<file path="src/rtl/dither_gen_lfsr.sv">
// Dual Galois-LFSR dither source: binary +/-1, RPDF, TPDF or off, with attenuation.
// Define DITHER_HPF_EN for first-order high-passed RPDF/TPDF output.
module dither_gen_lfsr #(
   parameter int                LFSR_W = 18,
   parameter logic [LFSR_W-1:0] TAPS   = 18'h20400,
   parameter logic [LFSR_W-1:0] SEED_A = LFSR_W'(1),
   parameter logic [LFSR_W-1:0] SEED_B = 18'h2AAAA,
   parameter int                OUT_W  = 4
) (
   input  logic                       clk,
   input  logic                       rstn,
   input  logic                       clk_en,
   input  logic [1:0]                 mode,
   input  logic [$clog2(OUT_W)-1:0]   att,
   input  logic                       seed_wr,
   input  logic [LFSR_W-1:0]          seed,
   output logic signed [OUT_W-1:0]    dither,
   output logic                       dither_vld
);

   logic [LFSR_W-1:0]       lfsr_a_q, lfsr_a_d;
   logic [LFSR_W-1:0]       lfsr_b_q, lfsr_b_d;
   logic signed [OUT_W-1:0] dither_q, dither_d;
   logic                    dither_vld_q, dither_vld_d;

   logic signed [OUT_W-1:0] r_a, r_b, bin_s, tpdf_s, pre_s, shf_s, out_s;
   logic signed [OUT_W:0]   sum_s;

`ifdef DITHER_HPF_EN
   logic signed [OUT_W-1:0] p_q, p_d, p_nxt, hpf_s;
   logic signed [OUT_W:0]   diff_s;
`endif

   // An all-zero register reloads its default seed instead of stepping.
   function automatic logic [LFSR_W-1:0] lfsr_step(
      input logic [LFSR_W-1:0] s,
      input logic [LFSR_W-1:0] dflt
   );
      if (s == '0)
         return dflt;
      return {1'b0, s[LFSR_W-1:1]} ^ (s[0] ? TAPS : '0);
   endfunction

   always_comb begin
      r_a    = $signed(lfsr_a_q[OUT_W-1:0]);
      r_b    = $signed(lfsr_b_q[OUT_W-1:0]);
      sum_s  = {r_a[OUT_W-1], r_a} + {r_b[OUT_W-1], r_b};
      tpdf_s = sum_s[OUT_W:1];
      bin_s  = lfsr_a_q[0] ? '1 : OUT_W'(1);
      pre_s  = (mode == 2'b01) ? r_a : tpdf_s;
`ifdef DITHER_HPF_EN
      diff_s = {pre_s[OUT_W-1], pre_s} - {p_q[OUT_W-1], p_q};
      if (diff_s[OUT_W] != diff_s[OUT_W-1])
         hpf_s = {diff_s[OUT_W], {(OUT_W-1){~diff_s[OUT_W]}}};
      else
         hpf_s = diff_s[OUT_W-1:0];
      shf_s  = hpf_s;
      p_nxt  = (mode[0] ^ mode[1]) ? pre_s : '0;
`else
      shf_s  = pre_s;
`endif
      unique case (mode)
         2'b00:   out_s = bin_s;
         2'b01:   out_s = shf_s >>> att;
         2'b10:   out_s = shf_s >>> att;
         default: out_s = '0;
      endcase
   end

   always_comb begin
      lfsr_a_d     = lfsr_a_q;
      lfsr_b_d     = lfsr_b_q;
      dither_d     = dither_q;
      dither_vld_d = 1'b0;
`ifdef DITHER_HPF_EN
      p_d          = p_q;
`endif
      if (seed_wr) begin
         lfsr_a_d = (seed == '0) ? SEED_A : seed;
         lfsr_b_d = (&seed) ? SEED_B : ~seed;
      end else if (clk_en) begin
         lfsr_a_d     = lfsr_step(lfsr_a_q, SEED_A);
         lfsr_b_d     = lfsr_step(lfsr_b_q, SEED_B);
         dither_d     = out_s;
         dither_vld_d = 1'b1;
`ifdef DITHER_HPF_EN
         p_d          = p_nxt;
`endif
      end
   end

   always_ff @(posedge clk or negedge rstn) begin
      if (!rstn) begin
         lfsr_a_q     <= SEED_A;
         lfsr_b_q     <= SEED_B;
         dither_q     <= '0;
         dither_vld_q <= 1'b0;
      end else begin
         lfsr_a_q     <= lfsr_a_d;
         lfsr_b_q     <= lfsr_b_d;
         dither_q     <= dither_d;
         dither_vld_q <= dither_vld_d;
      end
   end

`ifdef DITHER_HPF_EN
   always_ff @(posedge clk or negedge rstn) begin
      if (!rstn)
         p_q <= '0;
      else
         p_q <= p_d;
   end
`endif

   assign dither     = dither_q;
   assign dither_vld = dither_vld_q;

endmodule

</file>
<file path="config.mk">
export PLATFORM = sky130hd
export DESIGN_NAME = dither_gen_lfsr
export DESIGN_NICKNAME = d
export VERILOG_FILES = /design/src/rtl/dither_gen_lfsr.sv
export SDC_FILE = /design/constraint.sdc
export NUM_CORES = 1
export LEC_CHECK = 0
export CAP_MARGIN = 10
export CORE_UTILIZATION = 55
export CTS_CLUSTER_DIAMETER = 60
export CTS_CLUSTER_SIZE = 30
export DETAILED_ROUTE_END_ITERATION = 7
export DONT_BUFFER_PORTS = 1
export PLACE_DENSITY = 0.67
export SLEW_MARGIN = 20
export SYNTH_ARGS = -nofsm -noshare
export SYNTH_HDL_FRONTEND = slang
export SYNTH_SLANG_ARGS = --single-unit
</file>
<file path="constraint.sdc">
create_clock -name clk -period 5.2 [get_ports clk]
set_input_delay 1.04 -clock clk [delete_from_list [all_inputs] [get_ports clk]]
set_output_delay 1.04 -clock clk [all_outputs]
set_load 0.1 [all_outputs]
</file>
==> flow_metrics.env <==
export IMPL_outcome="finished, final reports clean"
export IMPL_htreeDepth=2
export IMPL_hold_violations=0
export IMPL_ys_flop_type="dfrtp_1"
export IMPL_grt_pass1_wl_um=9218
export IMPL_die_y_um=68.37
export IMPL_synthAdderAreaFrac=0.03926
export IMPL_cp_start_kind="input port"
export IMPL_cts_hold_buf=0
export IMPL_fmax_ghz=0.4019
export IMPL_multi_input_area_um2=1270
export IMPL_worstPathArrival_ps=2670
export IMPL_finClkSkew_ps=2.350
export IMPL_layout_drive_gt1_share=0.1037
export IMPL_synth_area_top_cells="dfrtp_1 (32%), dfstp_2 (11%), mux2i_1 (7.4%)"
export IMPL_overflow=0
export IMPL_synth_xor_area_frac=0.01085
export IMPL_route_detailed_drc=0
export IMPL_power_per_cell_area_nw_per_um2=340.3
export IMPL_synth_top_family_by_area="compound AO/OA/AOI/OAI gates"
export IMPL_ant_nets=0
export IMPL_slew_headroom=0.3722
export IMPL_cts_setup_buffers=0
export IMPL_ioPinCount=31
export IMPL_io_buffers=0
export IMPL_n_fill_cell=348
export IMPL_path_clk_slew_ps=80
export IMPL_fin_crit_sh=0.4784
export IMPL_synth_seq_cells=41
export IMPL_die_w_um=68.37
export IMPL_place_congestion=0.8967
export IMPL_ff_latch_area_um2=1039
export IMPL_area_delta_synth_final_pct=5.269
export IMPL_clk_latency_ps=290
export IMPL_rows=23
export IMPL_worst_pin_slew_ps=934.5
export IMPL_start_util=0.5886
export IMPL_wl_per_cell_um=20.29
export IMPL_ir_worst_vdd_mv=0.1834
export IMPL_nets=273
export IMPL_yosysSeqAreaShare=0.4287
export IMPL_netlist_area_um2=2422
export IMPL_synth_cell_types=53
export IMPL_cts_sinks=41
export IMPL_clockBufferDepth=2
export IMPL_cts_tree="built"
export IMPL_wl_um=5905
export IMPL_min_path_type="input port to async pin"
export IMPL_finalWorstPathRequiredPeriod_ps=2488
export IMPL_dpl_worst_slack_ps=2397
export IMPL_critical_path_class="input port to flop"
export IMPL_dp_hpwl_um=4280
export IMPL_synth_simple_area_share=0.1493
export IMPL_die_area_um2=4674
export IMPL_grt_max_degree=42
export IMPL_rsz0062_at_grt="no"
export IMPL_muxShareOfSynthArea=0.07903
export IMPL_n_antenna_cell=0
export IMPL_synth_top_cell_area_share=0.3202
export IMPL_cts_root_buf="clkbuf_8"
export IMPL_drv_slew=0
export IMPL_syn_nets=278
export IMPL_syn_inst=245
export IMPL_grt_pass1_vias=1912
export IMPL_first_pass_iters=4
export IMPL_cap_viol_max_count=0
export IMPL_vias=2032
export IMPL_numCtsBuffers=5
export IMPL_via_per_inst=6.983
export IMPL_async_reset_ff_frac=1.000
export IMPL_finalSetupViolCount=0
export IMPL_setup_tns_ps=0
export IMPL_track_usage=0.2768
export IMPL_crit_path_end_kind="flop"
export IMPL_cp_required_ps=5390
export IMPL_synth_edf_count=0
export IMPL_synth_top_area_cell="dfrtp_1"
export IMPL_setup_ws_ps=2712
export IMPL_core_area_um2=4115
export IMPL_synth_compound_area_frac=0.2459
export IMPL_drtIter0Drc=97
export IMPL_ys_warn_count=0
export IMPL_antenna_found_initial=0
export IMPL_critPathMaxFanout=33
export IMPL_cts_resized=0
export IMPL_p_leak_nw=1.062
export IMPL_synth_area_per_cell_um2=9.887
stage by stage:
step	area (µm²)	hold slack (ps)	utilization	total power, mW	cells
after CTS	2550	425.8	0.6196	0.8707	291
final	2550	431.1	0.6196	0.8678	291
after global placement	2416	522.6	0.5871	0.5627	283
after detailed placement	2416	528.3	0.5871	0.5699	283
after global routing	2550	417.8	0.6196	0.9029	291
after floorplan	2422	481.3	-	0.5451	245
metal layers:
metal	share of wire	up-vias	track usage
met5	0	-	0
met4	0.014	0	0.09635
met3	0.056	8	0.06167
met2	0.52	68	0.4706
met1	0.41	1028	0.3424
li1	-	928	-
flip-flops by register name, summed over array words and instances (netlist names):
signal and count:
lfsr_a_q 18, lfsr_b_q 18, dither 4, dither_vld 1
critical path, stage by stage:
cell and delay [ps]:
clkinv_1 450, nand2_1 540, inv_1 210, a22o_1 280
a21o_1 150
final cells by class:
type	instances	share of cell area
well taps	50	0.02453
clock inverters	3	0.02552
inverters	12	0.01766
clock buffers	5	0.02699
flip-flops and latches	41	0.4073
multi-input cells	180	0.4980
worst paths after layout:
kind | startpoint | to | slack [ps] | cells after the start
min | rstn | lfsr_b_q[2] | 430 | 0
min reg2reg | lfsr_b_q[10] | lfsr_b_q[10] | 550 | 2
max | seed_wr | lfsr_a_q[6] | 2710 | 5
max in group asynchronous | rstn | lfsr_a_q[0] | 4580 | 0
min in group clk | lfsr_b_q[10] | lfsr_b_q[10] | 550 | 2
max reg2reg | lfsr_a_q[0] | dither[0] | 3030 | 6
where the power goes:
part	switching, mW	total, mW	internal (mW)
Clock	0.111	0.302	0.191
Sequential	0.0847	0.444	0.360
Combinational	0.0597	0.121	0.0616
cells in the mapped netlist, drive strengths merged, types with 4 or more instances:
| cell | n |
|---|---|
| dfrtp | 31 |
| nand2 | 22 |
| mux2i | 18 |
| o21ai | 17 |
| a21boi | 11 |
| nor4 | 11 |
| a211oi | 10 |
| a21oi | 10 |
| dfstp | 10 |
| inv | 10 |
| o22ai | 8 |
| buf | 7 |
| nor2 | 7 |
| ha | 6 |
| clkbuf | 5 |
| nand4 | 5 |
| nor3 | 5 |
| a22o | 4 |
| o2bb2ai | 4 |
cells by family after synthesis:
kind of cell             Yosys count
AO/OA/AOI/OAI                     85
AND/OR/NAND/NOR                   66
flip-flops                        41
buffers and inverters             24
multiplexers                      19
adder cells (fa/ha/maj)            7
XOR/XNOR                           3
layout by cell type (no fill, tap or decap), drive strengths merged, types with 5 or more instances in the layout:
master,n
nor3,5
a211oi,10
inv,10
clkbuf,5
a21boi,11
dfrtp,31
nand2,22
nor4,11
ha,6
dfstp,10
o21ai,17
mux2i,18
nor2,7
nand4,5
a21oi,10
o22ai,8
No activity file was read; power rests on OpenSTA's default activity.
